--- src/rtl/cache_fill_sequencer_pkg.sv ---
// Shared types and address-field positions for the cache miss-fill path.
package cache_pkg;

  typedef enum logic [2:0] {
    FS_IDLE = 3'd0,
    FS_REQ  = 3'd1,
    FS_FILL = 3'd2,
    FS_TAG  = 3'd3,
    FS_DONE = 3'd4
  } fill_state_t;

  localparam int TAG_MSB     = 25;
  localparam int TAG_LSB     = 15;
  localparam int IDX_MSB     = 14;
  localparam int IDX_LSB     = 4;
  localparam int LINE_ADDR_W = 22;
  localparam int WAYS        = 4;
  localparam int WAY_W       = $clog2(WAYS);

endpackage

--- src/rtl/cache_fill_sequencer_victim_select.sv ---
// Victim way source for line fills: round-robin counter by default, or an
// 8-bit free-running LFSR when CACHE_FILL_LFSR_VICTIM_EN is defined.
module cache_victim_select
  import cache_pkg::*;
(
  input  logic             main_clk,
  input  logic             main_rst,
  input  logic             advance,
  output logic [WAY_W-1:0] victim
);

`ifdef CACHE_FILL_LFSR_VICTIM_EN
  logic [7:0] lfsr_q;
  logic       unused_advance;

  // Fibonacci taps 8,6,5,4; runs every cycle so victim choice is decoupled from fill rate
  always_ff @(posedge main_clk or posedge main_rst) begin
    if (main_rst) lfsr_q <= 8'h01;
    else          lfsr_q <= {lfsr_q[6:0], lfsr_q[7] ^ lfsr_q[5] ^ lfsr_q[4] ^ lfsr_q[3]};
  end

  assign unused_advance = advance;
  assign victim         = lfsr_q[WAY_W-1:0];
`else
  logic [WAY_W-1:0] rr_q;

  always_ff @(posedge main_clk or posedge main_rst) begin
    if (main_rst)     rr_q <= '0;
    else if (advance) rr_q <= rr_q + WAY_W'(1);
  end

  assign victim = rr_q;
`endif

endmodule

--- src/rtl/cache_fill_sequencer.sv ---
// Miss fill sequencer: fetches a line from DRAM into the data array, then
// strobes the cache_way tag write. Victim policy set by CACHE_FILL_LFSR_VICTIM_EN.
module cache_fill_sequencer
  import cache_pkg::*;
#(
  parameter int BEATS  = 8,
  parameter int BEAT_W = 3
) (
  input  logic                   main_clk,
  input  logic                   main_rst,
  input  logic                   in_hard_fault,
  input  logic [30:0]            in_fault_address,
  output logic                   out_busy,
  output logic [WAY_W-1:0]       out_way_index,
  output logic                   out_do_write,
  output logic [30:0]            out_target_address,
  output logic                   dram_req_valid,
  input  logic                   dram_req_ready,
  output logic [LINE_ADDR_W-1:0] dram_req_addr,
  input  logic                   dram_rsp_valid,
  input  logic [15:0]            dram_rsp_data,
  output logic                   data_we,
  output logic [12+BEAT_W:0]     data_addr,
  output logic [15:0]            data_wdata,
  output logic                   out_fill_done
);

  // state | meaning
  // IDLE  | waiting for a hard fault
  // REQ   | line read request held until DRAM accepts
  // FILL  | writing returned beats into the data array
  // TAG   | one-cycle tag write strobe to cache_way
  // DONE  | fill-done pulse, victim pointer advances
  localparam logic [2:0] IDLE = FS_IDLE;
  localparam logic [2:0] REQ  = FS_REQ;
  localparam logic [2:0] FILL = FS_FILL;
  localparam logic [2:0] TAG  = FS_TAG;
  localparam logic [2:0] DONE = FS_DONE;

  logic [2:0]        state_q, state_d;
  logic [30:0]       addr_q;
  logic [WAY_W-1:0]  way_q;
  logic [BEAT_W-1:0] beat_q;
  logic [WAY_W-1:0]  victim;
  logic              beat_acc;
  logic              beat_last;

  cache_victim_select u_victim (
    .main_clk (main_clk),
    .main_rst (main_rst),
    .advance  (state_q == DONE),
    .victim   (victim)
  );

  assign beat_acc  = (state_q == FILL) && dram_rsp_valid;
  assign beat_last = (beat_q == BEAT_W'(BEATS - 1));

  always_comb begin
    state_d = state_q;
    case (state_q)
      IDLE:    if (in_hard_fault)             state_d = REQ;
      REQ:     if (dram_req_ready)            state_d = FILL;
      FILL:    if (beat_acc && beat_last)     state_d = TAG;
      TAG:                                    state_d = DONE;
      DONE:                                   state_d = IDLE;
      default:                                state_d = IDLE;
    endcase
  end

  always_ff @(posedge main_clk or posedge main_rst) begin
    if (main_rst) begin
      state_q <= IDLE;
      addr_q  <= '0;
      way_q   <= '0;
      beat_q  <= '0;
    end else begin
      state_q <= state_d;
      // faults raised while busy are dropped; cache_way retries the access
      if ((state_q == IDLE) && in_hard_fault) begin
        addr_q <= in_fault_address;
        way_q  <= victim;
      end
      if (beat_acc) beat_q <= beat_q + BEAT_W'(1);
    end
  end

  assign out_busy           = (state_q != IDLE);
  assign out_way_index      = way_q;
  assign out_do_write       = (state_q == TAG);
  assign out_target_address = addr_q;
  assign out_fill_done      = (state_q == DONE);
  assign dram_req_valid     = (state_q == REQ);
  assign dram_req_addr      = addr_q[TAG_MSB:IDX_LSB];
  assign data_we            = beat_acc;
  assign data_addr          = {way_q, addr_q[IDX_MSB:IDX_LSB], beat_q};
  assign data_wdata         = dram_rsp_data;

endmodule

--- config.mk ---
export PLATFORM = sky130hd
export DESIGN_NAME = cache_fill_sequencer
export DESIGN_NICKNAME = d
export VERILOG_FILES = /design/src/rtl/cache_fill_sequencer_pkg.sv /design/src/rtl/cache_fill_sequencer_victim_select.sv /design/src/rtl/cache_fill_sequencer.sv
export SDC_FILE = /design/constraint.sdc
export NUM_CORES = 1
export LEC_CHECK = 0
export BUFFER_PORTS_ARGS = -buffer_cell sky130_fd_sc_hd__clkbuf_2
export CAP_MARGIN = 20
export CORE_ASPECT_RATIO = 1.1
export CORE_MARGIN = 2
export CORE_UTILIZATION = 37
export CTS_BUF_LIST = sky130_fd_sc_hd__clkbuf_4 sky130_fd_sc_hd__clkbuf_8
export DETAILED_ROUTE_END_ITERATION = 10
export PLACE_DENSITY = 0.78
export REMOVE_ABC_BUFFERS = 1
export SLEW_MARGIN = 20
export SYNTH_ARGS = -nofsm -noshare
export SYNTH_HDL_FRONTEND = slang
export SYNTH_SLANG_ARGS = --single-unit
--- constraint.sdc ---
create_clock -name main_clk -period 1.85 [get_ports main_clk]
set_clock_uncertainty 0.05 [all_clocks]
set_input_delay 0.0925 -clock main_clk [delete_from_list [all_inputs] [get_ports main_clk]]
set_output_delay 0.0925 -clock main_clk [all_outputs]
set_load 0.01 [all_outputs]
Yosys cells after proc, flatten, opt, wreduce, memory -nomap -nowiden
Cells that the tools add are included.
W data, S select, Z words.
{"block": "totals", "reg_bits": 41, "in_bits": 52, "output_inout_bits": 92, "wordCells": 25}
{"block": "classes", "addsub": 2, "n_eq_ne": 8, "muxes": 4, "n_reduce_logical": 6}
{"cell": "$pmux W3 S4", "count": 1}
{"cell": "$mux W3", "count": 3}
{"cell": "$eq A3 B2 Y1 const B", "count": 2}
{"cell": "$eq A3 B3 Y1 const B", "count": 2}
{"cell": "$ne A2 B1 Y1 const B", "count": 2}
{"cell": "$add A3 B1 Y3 const B", "count": 1}
{"cell": "$eq A3 B1 Y1 const B", "count": 1}
{"cell": "$logic_and A1 B1 Y1", "count": 3}
{"cell": "$logic_not A3 Y1", "count": 1}
{"cell": "$reduce_and A3 Y1", "count": 1}
{"cell": "$reduce_bool A3 Y1", "count": 1}
{"cell": "$add A2 B1 Y2 const B", "count": 1}
{"cell": "$ne A2 B2 Y1 const B", "count": 1}

Depth between registers and ports, before layout
Gate-level depths: netlist of run 1.
{"block": "logic_depth", "ltp_word": 5, "ltp_mapped": 5, "ltp_nobuf": 3}

Modules after synthesis
From an unflattened synthesis of run 1, not the netlist that was laid out.
{"block": "unflattened", "hier_cells": 153, "hier_area_um2": 2135.8}
{"mod": "cache_fill_sequencer", "n_inst": 1, "cells_each": 147, "area_each_um2": 2060.7, "seq_area_each_um2": 975.9}
{"mod": "cache_victim_select", "n_inst": 1, "cells_each": 6, "area_each_um2": 75.1, "seq_area_each_um2": 50.0}

Least setup slack after synthesis of run 1
OpenSTA, ideal clock, no wires.
{"block": "synth_timing", "path_type": "reg-to-reg", "startpoint": "register state_q[1]", "endpoint": "register addr_q[0] (netlist: out_target_address[0])", "setup_time_ns": 0.125, "arrival_ns": 1.478, "required_time_ns": 1.675, "slack_ns": 0.197, "path_stages_with_launch": 5, "n_path_buf": 1, "period_less_slack_ns": 1.653, "cell_sequence": "dfrtp_1 > or3_4 > nor2_8 > buf_12 > mux2_4"}
{"block": "synth_between", "elab_chain_len": 2}
{"item": "start, declared", "line": "cache_fill_sequencer.sv:40", "source": "logic [2:0] state_q, state_d;"}
{"item": "start signal, assigned", "line": "cache_fill_sequencer.sv:77", "source": "state_q <= state_d;"}
{"item": "$logic_not A3 Y1", "line": "cache_fill_sequencer.sv:79", "source": "if ((state_q == IDLE) && in_hard_fault) begin"}
{"item": "$logic_and A1 B1 Y1", "line": "cache_fill_sequencer.sv:79"}
{"item": "end signal, assigned", "line": "cache_fill_sequencer.sv:80", "source": "addr_q <= in_fault_address;"}
{"item": "end, declared", "line": "cache_fill_sequencer.sv:41", "source": "logic [30:0] addr_q;"}
No other way between the ends.
A chain may end at the register's enable or synchronous reset.

Worst setup path in the final report of run 1
{"block": "layout_timing", "startpoint": "register state_q[0]", "endpoint": "output data_we"}
{"block": "layout_between", "elab_chain_len": 2}
{"item": "$eq A3 B2 Y1", "line": "cache_fill_sequencer.sv:55", "source": "assign beat_acc = (state_q == FILL) && dram_rsp_valid;"}
{"item": "$logic_and A1 B1 Y1", "line": "cache_fill_sequencer.sv:55"}
{"item": "end, declared", "line": "cache_fill_sequencer.sv:22", "source": "output logic data_we,"}
No other way between the ends.

==> reports/qor.yml, run 1 <==
finish:
  postLayoutCellArea_sq_um: 2900
  syn_to_final_growth_pct: 33.5
  mostFrequentLayoutCells: "111 x clkbuf_2, 41 x dfrtp_1, 33 x dlygate4sd3_1, 30 x mux2_4"
  most_common_library_cell_in_the_layout_ignoring_fill_and_taps: "clkbuf_2"
  antenna_cells: 0
  nNetsFinal: 308
  layout-drive-gt1-share_pct: 64.3
place:
  place_congestion: 0.701
  placement.io_buffers: 111
  post_dp_cell_area_sq_um: 2430
  detailedPlacementHpwl_microns: 3050
setup_path:
  setup.reg_to_reg.worst_slack_ns: 0.14
  timing.critical_path.slowest_cell_delay_ns: 0.39
  r2r_path_end: "out_target_address[15]$_DFFE_PP0P_"
  cp_data_arrival_time_ns: 1.59
  worstSetupStartpointType: "flop"
  timing.critical_path.slowest_stage_cell: "nor3b_2"
  data_required_time_of_the_critical_path_ns: 1.71
  type_of_element_capturing_the_critical_path: "primary output"
  crit-reg2reg-launch: "state_q[1]$_DFFE_PP0P_"
  r2r.worst_path.cells: 4
  criticalPathCategory: "flop to primary output"
  crit_path_cell_trace: "buf_4 > nand2b_1 > nor3b_2 > clkbuf_2"
  timing.critical_path.fanout_max: 7
flow_run:
  cap_violations: 0
yosys:
  synthDistinctLibCells: 23
  yosys_warnings: 0
  syn_inst: 153
  share_of_synthesized_area_occupied_by_flip_flops_and_latches_pct: 47.2
  synth.cell_area_sq_um: 2170
  netlist.area_leader.share_pct: 47.2
  ys_seq_elements: 41
  yosysTopAreaCell: "dfrtp_1"
  yosys-top-cells-area: "dfrtp_1 47%, mux2_4 21%, buf_4 18%"
  syn_avg_cell_area_sq_um: 14.2
sta:
  setup_repair_after_global_routing_missed_its_margin: "no"
  fraction_of_the_cycle_the_final_worst_path_needs_pct: 93.5
  final.min_clock_period_ns: 1.73
  whs_ns: 0.135
  relSlewSlack_pct: 44.3
  finalHoldViolations: 0
  fin_setup_tns_ns: 0
  slew_violations: 0
  setup_violations: 0
  transition_at_the_pin_with_the_smallest_max_transition_slack_ns: 0.830
  fmaxAchievable_ghz: 0.578
clocking:
  clock_sinks: 41
  clk-insertion-delay-late_ns: 0.28
  worst_setup_hold_path_clk_slew_ns: 0.08
  htreeDepth: 2
  clk_root_buffer_cell: "clkbuf_8"
  tritoncts_clock_tree: "yes"
  clockBufferDepth: 2
  cts_buffers: 5
route:
  drcViolationCount: 0
  routed_via_density: 4.31
  total_wirelength_microns: 4690
  detailroute.via_count: 1432
  iteration_count_of_the_initial_detailed_routing_pass: 4
  dr.first_iter.drc_count: 56
  wl_per_cell_microns: 14.1
  antenna_violating_nets_post_route: 0
global_routing:
  gr_util_met3_pct: 8.71
  initial_antenna_violation_count: 0
  global_route.overflow_total: 0
  grt_max_degree: 34
  first_pass_grt_wire_length_microns: 7250
  busiest_layer: "met2"
  vias_in_the_first_global_route: 1501
  grt_util_all_layers_pct: 14.3
  global_route.usage.met1_pct: 14.8
  globalRouteMet2Util_pct: 23.8
min_path:
  hold_path_sink: "data_wdata[10]"
  hold_path_class: "primary input to primary output"
  worst_hold_path_stage_count: 0
  hold_path.startpoint: "dram_rsp_data[10]"
power:
  power-per-cell-area_nw_per_um2: 1780
  power.static_leakage_nw: 1.52
  irDropWorstVdd_uv: 831
floorplanning:
  floorplan.io_pins: 144
  die-height_microns: 84.4
  start_util_pct: 37.9
  die_x_microns: 77.1
  fp.dieArea_sq_um: 6500
  placementRows: 29
  core_area_sq_um: 5730
outcome:
  run_status: "completed"
cells in the mapped netlist:
master    number
buf_4         51
dfrtp_1       41
mux2_4        30
mux2_2         5
buf_12         3
and3b_2        2
ha_1           2
inv_1          2
nor2_1         2
xor2_1         2
a21oi_1        1
a22o_1         1
and2_1         1
buf_6          1
mux2i_1        1
nand2b_1       1
nand3_1        1
nand3b_1       1
nor2_8         1
nor3b_1        1
nor3b_2        1
or3_4          1
xnor2_1        1
cell families (layout without fill, tap and decap cells):
kind of cell	Yosys count	after routing	synth area share, %
DFF	41	41	47.2
xor gates and xnor gates	3	3	1.21
and+or+nand+nor	12	12	4.78
AOI/OAI and AO/OA	2	2	0.633
adders and majority gates	2	2	1.15
muxes	36	36	23.8
buffers and inverters	57	159	21.2
cell type report:
class                      count  area [sq um]
fill                         503          2830
inverter                       2          7.51
tap                           77          96.3
sequential                    41          1030
clock buffer                   5          68.8
clock inverter                 3          68.8
multi-input combinational     55           686
timing repair buffer         149           948
worst max-delay path, delay by kind of cell (launching register included):
family                 cells  cell delay, ns
buffers and inverters      2            0.37
flip-flops                 1            0.38
AND/OR/NAND/NOR            2            0.55
registers in the layout (all words and copies together) (netlist names):
name / count
out_target_address: 31
beat_q: 3
state_q: 3
out_way_index: 2
u_victim.victim: 2
layer usage:
layer | share of wire [%] | wire [microns]
met2 | 50 | 2360
met1 | 35 | 1660
met4 | 0.73 | 34
met5 | 1.4 | 65
met3 | 12 | 568
how the worst max path moves through the flow:
stage	from	endpoint	slack, ns	depth (start not counted)
after global routing	state_q[0]$_DFFE_PP0P_	data_we	0.01	4
final	state_q[0]$_DFFE_PP0P_	data_we	0.12	4
after detailed placement	state_q[1]$_DFFE_PP0P_	out_target_address[17]$_DFFE_PP0P_	0.15	4
after CTS	state_q[0]$_DFFE_PP0P_	data_we	0.09	4
after floorplan	state_q[1]$_DFFE_PP0P_	out_target_address[15]$_DFFE_PP0P_	-0.07	3
after global placement	state_q[1]$_DFFE_PP0P_	out_target_address[17]$_DFFE_PP0P_	0.18	4
through the flow:
| stage | power [W] | setup WS (ns) | utilization [%] | std cells |
|---|---|---|---|---|
| 6_report | 0.00516 | 0.119 | 50.6 | 332 |
| 5_1_grt | 0.00548 | 0.0145 | 50.6 | 332 |
| 4_1_cts | 0.00520 | 0.0923 | 50.6 | 332 |
| 3_5_place_dp | 0.00426 | 0.146 | 42.4 | 291 |
| 3_3_place_gp | 0.00421 | 0.180 | 42.4 | 291 |
| 2_1_floorplan | 0.00317 | -0.0672 | - | 98 |
repair_timing:
item | CTS | global route
hold buffers | 33 | 0
buffers inserted | 0 | 0
gates resized for setup | 0 | 0
hold endpoints to repair | 53 | 0
report_power, final:
group / switching [W] / internal (W)
Clock: 0.000314 / 0.000543
Sequential: 0.000368 / 0.00135
Combinational: 0.00116 / 0.00142
No activity file was read; power rests on OpenSTA's default activity.
==> run 2: changes to the inputs <==
--- a/config.mk
+++ b/config.mk
@@ -5,14 +5,14 @@
 export SDC_FILE = /design/constraint.sdc
 export NUM_CORES = 1
 export LEC_CHECK = 0
-export BUFFER_PORTS_ARGS = -buffer_cell sky130_fd_sc_hd__clkbuf_2
 export CAP_MARGIN = 20
 export CORE_ASPECT_RATIO = 1.1
 export CORE_MARGIN = 2
 export CORE_UTILIZATION = 37
 export CTS_BUF_LIST = sky130_fd_sc_hd__clkbuf_4 sky130_fd_sc_hd__clkbuf_8
 export DETAILED_ROUTE_END_ITERATION = 10
-export PLACE_DENSITY = 0.78
+export DONT_BUFFER_PORTS = 1
+export PLACE_DENSITY = 0.57
 export REMOVE_ABC_BUFFERS = 1
 export SLEW_MARGIN = 20
 export SYNTH_ARGS = -nofsm -noshare
==> run 2 against run 1 <==
Effect of this change:
- largest cell class unchanged
- critical path type is now flop to flop
- die area unchanged
- critical endpoint is now out_target_address[16]$_DFFE_PP0P_
- critical path depth unchanged
- sequential power increased by 29%
==> reports/qor.yml, run 2 (synthesis gave the netlist of run 1 again) <==
setup_path:
  type_of_element_capturing_the_critical_path: "flop"
  setup.reg_to_reg.worst_slack_ns: 0.09
  criticalPathCategory: "flop to flop"
  timing.critical_path.fanout_max: 16
  cp_data_arrival_time_ns: 1.88
  r2r_path_end: "out_target_address[16]$_DFFE_PP0P_"
  data_required_time_of_the_critical_path_ns: 1.97
  worstSetupStartpointType: "flop"
  r2r.worst_path.cells: 4
  crit-reg2reg-launch: "state_q[1]$_DFFE_PP0P_"
min_path:
  hold_path.startpoint: "dram_req_ready"
  hold_path_class: "primary input to flop"
  worst_hold_path_stage_count: 2
  hold_path_sink: "state_q[0]$_DFFE_PP0P_"
finish:
  nNetsFinal: 199
  mostFrequentLayoutCells: "41 x dfrtp_1, 33 x dlygate4sd3_1, 30 x mux2_4"
  syn_to_final_growth_pct: 6.28
  layout-drive-gt1-share_pct: 37.7
  finish.cell_count_without_fillers: 223
  max_reg_flops: 31
  antenna_cells: 0
  finish.utilization_pct: 40.3
  most_common_library_cell_in_the_layout_ignoring_fill_and_taps: "dfrtp_1"
power:
  irDropWorstVdd_uv: 915
  design_power_total_w: 0.00416
  power.static_leakage_nw: 1.05
  power-per-cell-area_nw_per_um2: 1800
sta:
  finalHoldViolations: 0
  final.min_clock_period_ns: 1.76
  fmaxAchievable_ghz: 0.567
  relSlewSlack_pct: 51.6
  setup_repair_after_global_routing_missed_its_margin: "no"
  transition_at_the_pin_with_the_smallest_max_transition_slack_ns: 0.722
  setup_violations: 0
  slew_violations: 0
  whs_ns: 0.0782
  fraction_of_the_cycle_the_final_worst_path_needs_pct: 95.3
place:
  numPlacedInstances: 182
  place_congestion: 0.632
  detailedPlacementHpwl_microns: 2990
  placement.io_buffers: 0
route:
  wl_per_cell_microns: 19.4
  drcViolationCount: 0
  routed_via_density: 4.66
  antenna_violating_nets_post_route: 0
  dr.first_iter.drc_count: 32
  total_wirelength_microns: 4340
  iteration_count_of_the_initial_detailed_routing_pass: 2
  detailroute.via_count: 1039
clocking:
  htreeDepth: 2
  clock_sinks: 41
  clockBufferDepth: 2
  tritoncts_clock_tree: "yes"
  post-cts-setup-buffers: 0
  worst_setup_hold_path_clk_slew_ns: 0.07
  cts_buffers: 5
  clk_root_buffer_cell: "clkbuf_8"
  clk-insertion-delay-late_ns: 0.29
global_routing:
  grt_max_degree: 22
  global_route.overflow_total: 0
  first_pass_grt_wire_length_microns: 6700
  initial_antenna_violation_count: 0
  grt_util_all_layers_pct: 13.7
  vias_in_the_first_global_route: 1206
floorplanning:
  core_area_sq_um: 5730
  die-height_microns: 84.4
  die_x_microns: 77.1
  fp.dieArea_sq_um: 6500
  start_util_pct: 37.9
  floorplan.io_pins: 144
  placementRows: 29
flow_run:
  cap_violations: 0
outcome:
  run_status: "completed"
## run 2: changes by cell type in the layout (fill, tap and decap cells not counted), sizes merged
cell	change
clkbuf	-110
buf	+2
bufinv	-2
clkinv	+2
inv	-1
## run 2: worst max-delay path by stage
stage / startpoint / to / slack, ns
2_1_floorplan: state_q[1]$_DFFE_PP0P_ / out_target_address[15]$_DFFE_PP0P_ / -0.07
3_3_place_gp: state_q[1]$_DFFE_PP0P_ / out_target_address[15]$_DFFE_PP0P_ / 0.15
3_5_place_dp: state_q[1]$_DFFE_PP0P_ / out_target_address[16]$_DFFE_PP0P_ / 0.11
4_1_cts: state_q[1]$_DFFE_PP0P_ / out_target_address[15]$_DFFE_PP0P_ / 0.1
5_1_grt: state_q[1]$_DFFE_PP0P_ / out_target_address[16]$_DFFE_PP0P_ / 0.04
6_report: state_q[1]$_DFFE_PP0P_ / out_target_address[16]$_DFFE_PP0P_ / 0.09
## run 2: worst max-delay path, stage by stage (launching register included)
cell and delay [ns]:
dfrtp_1 0.39, or3_4 0.44, nor2_8 0.20, buf_12 0.20
mux2_2 0.36
## run 2: report_power, final
group / internal [W] / switching [W] / leakage (nW) / total, W
Combinational: 0.000902 / 0.000476 / 0.511 / 0.00138
Sequential: 0.00135 / 0.000870 / 0.488 / 0.00222
Clock: 0.000276 / 0.000292 / 0.0484 / 0.000568
Total: 0.00252 / 0.00164 / 1.05 / 0.00416
## run 2: timing repair
action	CTS	global route
gates resized for setup	0	0
setup endpoints to repair	0	0
hold endpoints to repair	52	0
hold buffers	33	0
## run 2: final cells by class
class                           count  area (sq um)
Clock inverter                      2          10.0
Sequential cell                    41          1030
Multi-Input combinational cell     55           686
Inverter                            2          7.51
Clock buffer                        6          76.3
Fill cell                         554          3420
Tap cell                           77          96.3
Timing Repair Buffer               40           408
## run 2: layer usage
| layer | track usage (%) | up-vias | wire length (microns) |
|---|---|---|---|
| met3 | 13.1 | 5 | 807 |
| li1 | - | 436 | - |
| met4 | 2.92 | 2 | 31 |
| met5 | 7.69 | - | 65 |
| met1 | 13.3 | 496 | 1390 |
| met2 | 20.7 | 100 | 2040 |
## run 2: metrics by stage
step | TNS [ns] | instance area (sq um) | worst slack [ns]
final | 0 | 2310 | 0.0872
after global routing | 0 | 2310 | 0.0443
after CTS | 0 | 2310 | 0.0963
after detailed placement | 0 | 1890 | 0.112
after global placement | 0 | 1890 | 0.147
after floorplan | -0.674 | 1720 | -0.0672
